<file path="src/rtl/dmem_sram_ctrl.sv">
// Handshake controller between a core load/store port and a single-port synchronous
// SRAM macro with active-low CEN/WEN/OEN. Wait states, range check and a one-cycle
// response strobe are provided. All outputs except req_ready are registered.
module dmem_sram_ctrl #(
    parameter int unsigned DATA_W      = 32,
    parameter int unsigned ADDR_W      = 7,
    parameter int unsigned DEPTH       = 128,
    parameter int unsigned WAIT_CYCLES = 1
) (
    input  logic              clk,
    input  logic              rst,
    input  logic              req_valid,
    output logic              req_ready,
    input  logic              req_we,
    input  logic [ADDR_W-1:0] req_addr,
    input  logic [DATA_W-1:0] req_wdata,
    output logic              resp_valid,
    output logic [DATA_W-1:0] resp_rdata,
    output logic              resp_err,
    output logic              CEN,
    output logic              WEN,
    output logic              OEN,
    output logic [ADDR_W-1:0] A,
    output logic [DATA_W-1:0] D,
    input  logic [DATA_W-1:0] Q
);

    // One extra bit so DEPTH == 2**ADDR_W is representable.
    localparam logic [ADDR_W:0] DepthLim = (ADDR_W + 1)'(DEPTH);
    localparam logic [3:0]      WaitInit = 4'(WAIT_CYCLES);

    typedef enum logic [1:0] {StIdle, StAccess, StResp} state_e;

    state_e            state_q, state_d;
    logic [3:0]        cnt_q, cnt_d;
    logic              we_q, we_d;
    logic              cen_q, cen_d;
    logic              wen_q, wen_d;
    logic              oen_q, oen_d;
    logic [ADDR_W-1:0] a_q, a_d;
    logic [DATA_W-1:0] d_q, d_d;
    logic              rvalid_q, rvalid_d;
    logic [DATA_W-1:0] rdata_q, rdata_d;
    logic              rerr_q, rerr_d;
    logic              accept;
    logic              in_range;

    assign req_ready  = (state_q == StIdle) || (state_q == StResp);
    assign accept     = req_valid && req_ready;
    assign in_range   = {1'b0, req_addr} < DepthLim;

    assign CEN        = cen_q;
    assign WEN        = wen_q;
    assign OEN        = oen_q;
    assign A          = a_q;
    assign D          = d_q;
    assign resp_valid = rvalid_q;
    assign resp_rdata = rdata_q;
    assign resp_err   = rerr_q;

    // Next-state and registered-output values for the access FSM.
    always_comb begin
        state_d  = state_q;
        cnt_d    = cnt_q;
        we_d     = we_q;
        cen_d    = cen_q;
        wen_d    = wen_q;
        oen_d    = oen_q;
        a_d      = a_q;
        d_d      = d_q;
        rdata_d  = rdata_q;
        rvalid_d = 1'b0;
        rerr_d   = 1'b0;

        unique case (state_q)
            StAccess: begin
                if (cnt_q == 4'd0) begin
                    // Last access cycle: capture Q and release the macro.
                    state_d  = StResp;
                    rvalid_d = 1'b1;
                    rdata_d  = we_q ? '0 : Q;
                    cen_d    = 1'b1;
                    wen_d    = 1'b1;
                    oen_d    = 1'b1;
                end else begin
                    cnt_d = cnt_q - 4'd1;
                end
            end
            default: begin
                state_d = StIdle;
                cen_d   = 1'b1;
                wen_d   = 1'b1;
                oen_d   = 1'b1;
            end
        endcase

        // Only reachable from IDLE/RESP, so never collides with the ACCESS branch.
        if (accept) begin
            we_d = req_we;
            if (in_range) begin
                state_d = StAccess;
                cnt_d   = WaitInit;
                cen_d   = 1'b0;
                wen_d   = ~req_we;
                oen_d   = req_we;
                a_d     = req_addr;
                d_d     = req_wdata;
            end else begin
                // Out of range: respond immediately, SRAM never enabled.
                state_d  = StResp;
                rvalid_d = 1'b1;
                rerr_d   = 1'b1;
                rdata_d  = '0;
            end
        end
    end

    // State and output registers; synchronous reset aborts any access in flight.
    always_ff @(posedge clk) begin
        if (rst) begin
            state_q  <= StIdle;
            cnt_q    <= 4'd0;
            we_q     <= 1'b0;
            cen_q    <= 1'b1;
            wen_q    <= 1'b1;
            oen_q    <= 1'b1;
            a_q      <= '0;
            d_q      <= '0;
            rvalid_q <= 1'b0;
            rdata_q  <= '0;
            rerr_q   <= 1'b0;
        end else begin
            state_q  <= state_d;
            cnt_q    <= cnt_d;
            we_q     <= we_d;
            cen_q    <= cen_d;
            wen_q    <= wen_d;
            oen_q    <= oen_d;
            a_q      <= a_d;
            d_q      <= d_d;
            rvalid_q <= rvalid_d;
            rdata_q  <= rdata_d;
            rerr_q   <= rerr_d;
        end
    end

endmodule

</file>
<file path="config.mk">
export PLATFORM = sky130hd
export DESIGN_NAME = dmem_sram_ctrl
export DESIGN_NICKNAME = d
export VERILOG_FILES = /design/src/rtl/dmem_sram_ctrl.sv
export SDC_FILE = /design/constraint.sdc
export NUM_CORES = 1
export LEC_CHECK = 0
export BUFFER_PORTS_ARGS = -buffer_cell sky130_fd_sc_hd__buf_2
export CAP_MARGIN = 20
export CORE_MARGIN = 5
export CORE_UTILIZATION = 40
export CTS_CLUSTER_DIAMETER = 80
export DETAILED_ROUTE_END_ITERATION = 10
export PLACE_DENSITY = 0.8
export SETUP_SLACK_MARGIN = 0.2
export SYNTH_ARGS = -nofsm -noshare
export SYNTH_HDL_FRONTEND = slang
export SYNTH_SLANG_ARGS = --single-unit
</file>
<file path="constraint.sdc">
create_clock -name clk -period 2.3 [get_ports clk]
set_input_delay 0.575 -clock clk [delete_from_list [all_inputs] [get_ports clk]]
set_output_delay 0.575 -clock clk [all_outputs]
set_load 0.01 [all_outputs]
</file>
==> metrics.csv, run 1 <==
metric,value,unit
"Clk pin slew, worst setup/hold paths",90,ps
CP Capture Type,flip-flop,
DR DRC count,0,
CTS sink cnt,82,
# resized after CTS,0,
Synth-to-Final Area Change,36.5,%
Post-CTS Setup Bufs,0,
CP cell instances,inv_1 -> ha_1 -> or3b_4 -> nor4_4 -> buf_4 -> a22o_2,
"EDFF count, synth",0,
initial antenna violation count,0,
Placement Rows,30,
routed length per instance,13.8,um
vias in the first global route,2672,
Final ANT Viol Nets,0,
RePlAce Congestion,0.895,
Final period util,82.7,%
outcome,finished clean,
via/cell ratio,4.79,
TritonCTS clock tree,done,
Mapped Cells,295,
I/O pin cnt,152,
Slew @ Worst Pin,529,ps
R2R Setup Slk,400,ps
WP data required,2590,ps
Max Cap Viol,0,
Syn Area/Cell,9.57,um^2
DRT Wirelength,7450,um
"Hold Violations, Final",0,
Max Used Layer,met4,
WP data arrival,2190,ps
IO buf count,150,
core area,6830,um^2
Syn Std Cell Area,2820,um^2
worst clock skew,9.97,ps
Min Hold Slack,436,ps
commonest cells in the netlist,"dfxtp_1 (82), nand2_1 (81), a21oi_1 (41)",
# diodes,0,
initial core utilization,41.3,%
Yosys top cell by area,dfxtp_1,
crit path from,cnt_q[0],
async set or reset register ratio after synthesis,0,%
PwrDens,809,nW/um^2
slowest CP cell,or3b_4,
r2r startpoint,cnt_q[0],
critical setup path kind,reg -> reg,
max incr delay on CP,440,ps
DR iter-0 viols,86,
"count leader, synth",dfxtp_1,
Reg2Reg Depth,6,
hold wc startpoint,Q[6],
met2 wire length,3410,um
H-tree depth,3,
"FF+latch count, synth",82,
CP top delay family,simple AND/OR/NAND/NOR gates,
Final Slew Violations,0,
endpoints failing setup,0,
YS warnings,0,
post-synth cell types,31,
total number of vias,2582,
global-route wire length before repair,12000,um
crit start category,flip-flop,
TritonCTS Buffers,9,
clk_lat worst skew,350,ps
Worst Hold Class,in -> reg,
WHS Path Cells,2,
Post-layout nets,514,
R2R Path End,resp_rdata[18],
Worst Hold Path EP,resp_rdata[6],
post-synthesis sequential area ratio,58.1,%
Leak,1.87,nW
synth top area cells,"dfxtp_1 (58%), nand2_1 (11%), a22o_2 (11%)",
Root Buffer,clkbuf_8,
Peak VDD IR,424,uV
post-DP HPWL,5440,um
met3 wire length,897,um
"Buf+Inv Stages, Crit Path",2,
syn nets,371,
area fraction of the dominant cell type after synthesis,58.1,%
minimum clock period,1900,ps
worst relative slew slack,64.6,%
largest net degree at the start of global routing,43,
DRT Pass-1 Iters,4,
GRT Total Usage,17.1,%
crit-path max FO,32,
FMAX,0.526,GHz
number of cells on the critical path,6,
layout cell share with drive strength beyond 1,46.7,%
setup TNS,0,ps
die height,94.0,um
die extent in x,94.0,um
commonest register cell after synthesis,dfxtp_1,
hold bufs inserted after CTS,0,
deepest clock path buffer count,2,
total gr overflow,0,
die area,8840,um^2
RSZ-0062 raised after global routing,false,
Met1 Wirelength,3100,um
==> sequential cells by signal (all words and copies together), names as in the netlist <==
name,count
OEN,1
cnt_q,4
state_q,2
resp_rdata,32
A,7
resp_valid,1
WEN,1
we_q,1
CEN,1
D,32
==> cells in the final DEF (no fill, tap or decap), types with 2 or more instances in the layout <==
master and instances:
nor2_1 3, bufinv_16 2, a22o_2 30, clkbuf_8 9, dfxtp_1 82, buf_4 5, buf_2 150, nand2_1 81
a21oi_1 40, nor3_1 3, nand2b_1 2, o21ai_0 3, inv_1 5, a22o_1 2, nand3_1 3, inv_6 3
==> per-layer routing <==
metal,GRT usage [%],vias to the layer above
met5,0,-
met4,6.38,0
met3,8.09,4
li1,-,1289
met2,27.9,107
met1,19.3,1182
==> worst register-to-register path, stage by stage (launching register included) <==
cell     delay (ps)
dfxtp_1         330
inv_1            70
ha_1            220
or3b_4          440
nor4_4          210
buf_4           350
a22o_2          230
==> layout make-up <==
type | instances | area, um^2
fillers | 659 | 2980
flip-flops and latches | 82 | 1640
multi-input cells | 185 | 1060
repair buffers | 155 | 788
clock buffers | 9 | 124
well taps | 96 | 120
clock inverters | 7 | 105
inverters | 5 | 18.8
==> cell families (layout without fill, tap and decap cells) <==
| kind of cell | count (synthesis) | after routing | synth area share, % |
|---|---|---|---|
| adders and majority gates | 1 | 1 | 0.443 |
| muxes | 1 | 1 | 0.354 |
| AOI/OAI and AO/OA | 82 | 82 | 20.8 |
| and+or+nand+nor | 100 | 100 | 15.5 |
| DFF | 82 | 82 | 58.1 |
| buffers and inverters | 28 | 176 | 4.65 |
| other | 1 | 1 | 0.133 |
==> power by group <==
part           total (mW)  internal [mW]  switching (mW)
Clock                1.18          0.630           0.553
Sequential           1.54           1.50          0.0424
Combinational       0.393          0.176           0.217
Total                3.12           2.31           0.812
==> per-stage QoR <==
step / utilization, % / area, um^2 / setup WS (ps) / power [mW] / instances
4_1_cts: 56.4 / 3850 / 414 / 3.15 / 539
2_1_floorplan: - / 2820 / 635 / 1.79 / 295
3_3_place_gp: 53.1 / 3630 / 472 / 1.96 / 523
5_1_grt: 56.4 / 3850 / 275 / 3.28 / 539
3_5_place_dp: 53.1 / 3630 / 438 / 1.97 / 523
6_report: 56.4 / 3850 / 399 / 3.12 / 539
==> worst max path at each step <==
stage	to	slack (ps)
CTS	resp_rdata[18]	410
global placement	D[0]	470
floorplan	resp_rdata[10]	640
global route	resp_rdata[18]	280
detailed placement	D[25]	440
finish	resp_rdata[18]	400
Power figures use the tool's default switching activity.
==> run 2, diff against run 1 <==
clock period = 1.9 ns   (was 2.3 ns; I/O delays follow)
==> metrics.csv, run 2 (synthesis gave the netlist of run 1 again) <==
metric,value,unit,change
PnR worst setup slack,188,ps,-210 ps
DR iter-0 viols,57,,-34%
core area,6830,um^2,unchanged
Root Buffer,clkbuf_8,,
TritonCTS clock tree,done,,
layout cell share with drive strength beyond 1,49.2,%,+2.5 points
critical setup path kind,reg -> reg,,
I/O pin cnt,152,,unchanged
PwrDens,924,nW/um^2,+14%
Post-Route Utilization,58.7,%,+2.3 points
Final period util,90.1,%,+7.4 points
crit start category,flip-flop,,
die extent in x,94.0,um,unchanged
DR DRC count,0,,unchanged
Fillers,630,,-4.4%
clk_lat worst skew,340,ps,about the same
WP data required,2190,ps,-400 ps
"Clk pin slew, worst setup/hold paths",90,ps,about the same
Final ANT Viol Nets,0,,unchanged
routed length per instance,13.9,um,+0.89%
CP Capture Type,flip-flop,,
minimum clock period,1710,ps,-190 ps
Multi-input gate area,1080,um^2,+1.8%
Final Slew Violations,0,,unchanged
met2 usage,28.2,%,+0.30 points
RePlAce Congestion,0.730,,-18%
met3 usage,6.25,%,-1.8 points
busiest grt layer,met2,,
Peak VDD IR,477,uV,+12%
Worst Hold Class,in -> reg,,
deepest clock path buffer count,2,,unchanged
most frequent cells in the layout,"buf_2 (150), nand2_1 (81), dfxtp_1 (80)",,
IO buf count,150,,unchanged
outcome,finished clean,,
initial core utilization,41.3,%,unchanged
WP data arrival,2000,ps,-190 ps
total number of vias,2706,,+4.8%
crit-path max FO,8,,-75%
Placement Rows,30,,unchanged
vias in the first global route,2620,,-1.9%
Leak,1.94,nW,+3.7%
die height,94.0,um,unchanged
FF/Latch Area,1640,um^2,+0.15%
"commonest non-fill, non-tap cell in the layout",buf_2,,
post-DP HPWL,5250,um,-3.5%
FMAX,0.584,GHz,+11%
DRT Wirelength,7690,um,+3.1%
GRT Total Usage,17.0,%,-0.076 points
global-route wire length before repair,11900,um,-1.3%
largest net degree at the start of global routing,46,,+7.0%
pre-CTS WS,177,ps,-261 ps
DRT Pass-1 Iters,4,,unchanged
Max Cap Viol,0,,unchanged
initial antenna violation count,0,,unchanged
TritonCTS Buffers,9,,unchanged
"Hold Violations, Final",0,,unchanged
CTS sink cnt,82,,unchanged
H-tree depth,3,,unchanged
hold bufs inserted after CTS,0,,unchanged
routing usage on met1,20.2,%,+0.92 points
Synth-to-Final Area Change,42.0,%,
worst clock skew,10.4,ps,+0.456 ps
Post-layout nets,526,,+2.3%
RSZ-0062 raised after global routing,true,,
endpoints failing setup,0,,unchanged
total gr overflow,0,,unchanged
die area,8840,um^2,unchanged
via/cell ratio,4.91,,+2.5%
setup TNS,0,ps,unchanged
# diodes,0,,unchanged
run 2: final cells by class:
cell class | count | share of cell area [%]
flip-flops and latches | 82 | 41.0
repair buffers | 167 | 23.5
clock inverters | 6 | 1.81
well taps | 96 | 2.99
clock buffers | 10 | 3.43
inverters | 5 | 0.468
multi-input cells | 185 | 26.8
run 2: report_power, final:
| part | total, mW | switching (mW) | internal, mW | leakage [nW] |
|---|---|---|---|---|
| clock | 1.31 | 0.654 | 0.657 | 0.0971 |
| sequential | 1.87 | 0.0514 | 1.82 | 0.671 |
| combinational | 0.528 | 0.275 | 0.253 | 1.18 |
run 2: what timing repair did:
item	in CTS	in global routing
gates resized for setup	4	4
setup endpoints to repair	32	32
pin swaps	0	1
setup buffers	6	2
gates cloned	2	1
hold endpoints to repair	0	0
run 2: layer usage:
layer / vias up / wire (um)
met2: 113 / 3520
met1: 1268 / 3310
li1: 1317 / -
met3: 8 / 766
met5: - / 0
met4: 0 / 86
run 2: critical path, cell delays in order, from the launching register on:
cell and delay [ps]:
dfxtp_2 330, inv_2 70, ha_4 130, or3b_4 390, nor4_4 270, buf_4 190
clkbuf_16 140, a22o_2 130
run 2: worst paths after layout:
path / from / to / slack (ps) / depth (start not counted)
worst max register to register: cnt_q[0] / resp_rdata[18] / 190 / 7
worst min-delay path: Q[26] / resp_rdata[26] / 350 / 2
worst max-delay path: cnt_q[0] / resp_rdata[18] / 190 / 7
worst min register to register: D[17] / D[17] / 460 / 2
run 2: per-stage QoR:
stage          area (um^2)  hold WS, ps  instances  total power [mW]
6_report              4010          347        551              3.71
3_5_place_dp          3660          443        524              2.40
3_3_place_gp          3660          439        524              2.38
5_1_grt               4010          326        551              3.89
4_1_cts               3960          330        548              3.73
2_1_floorplan         2820          471        295              2.17
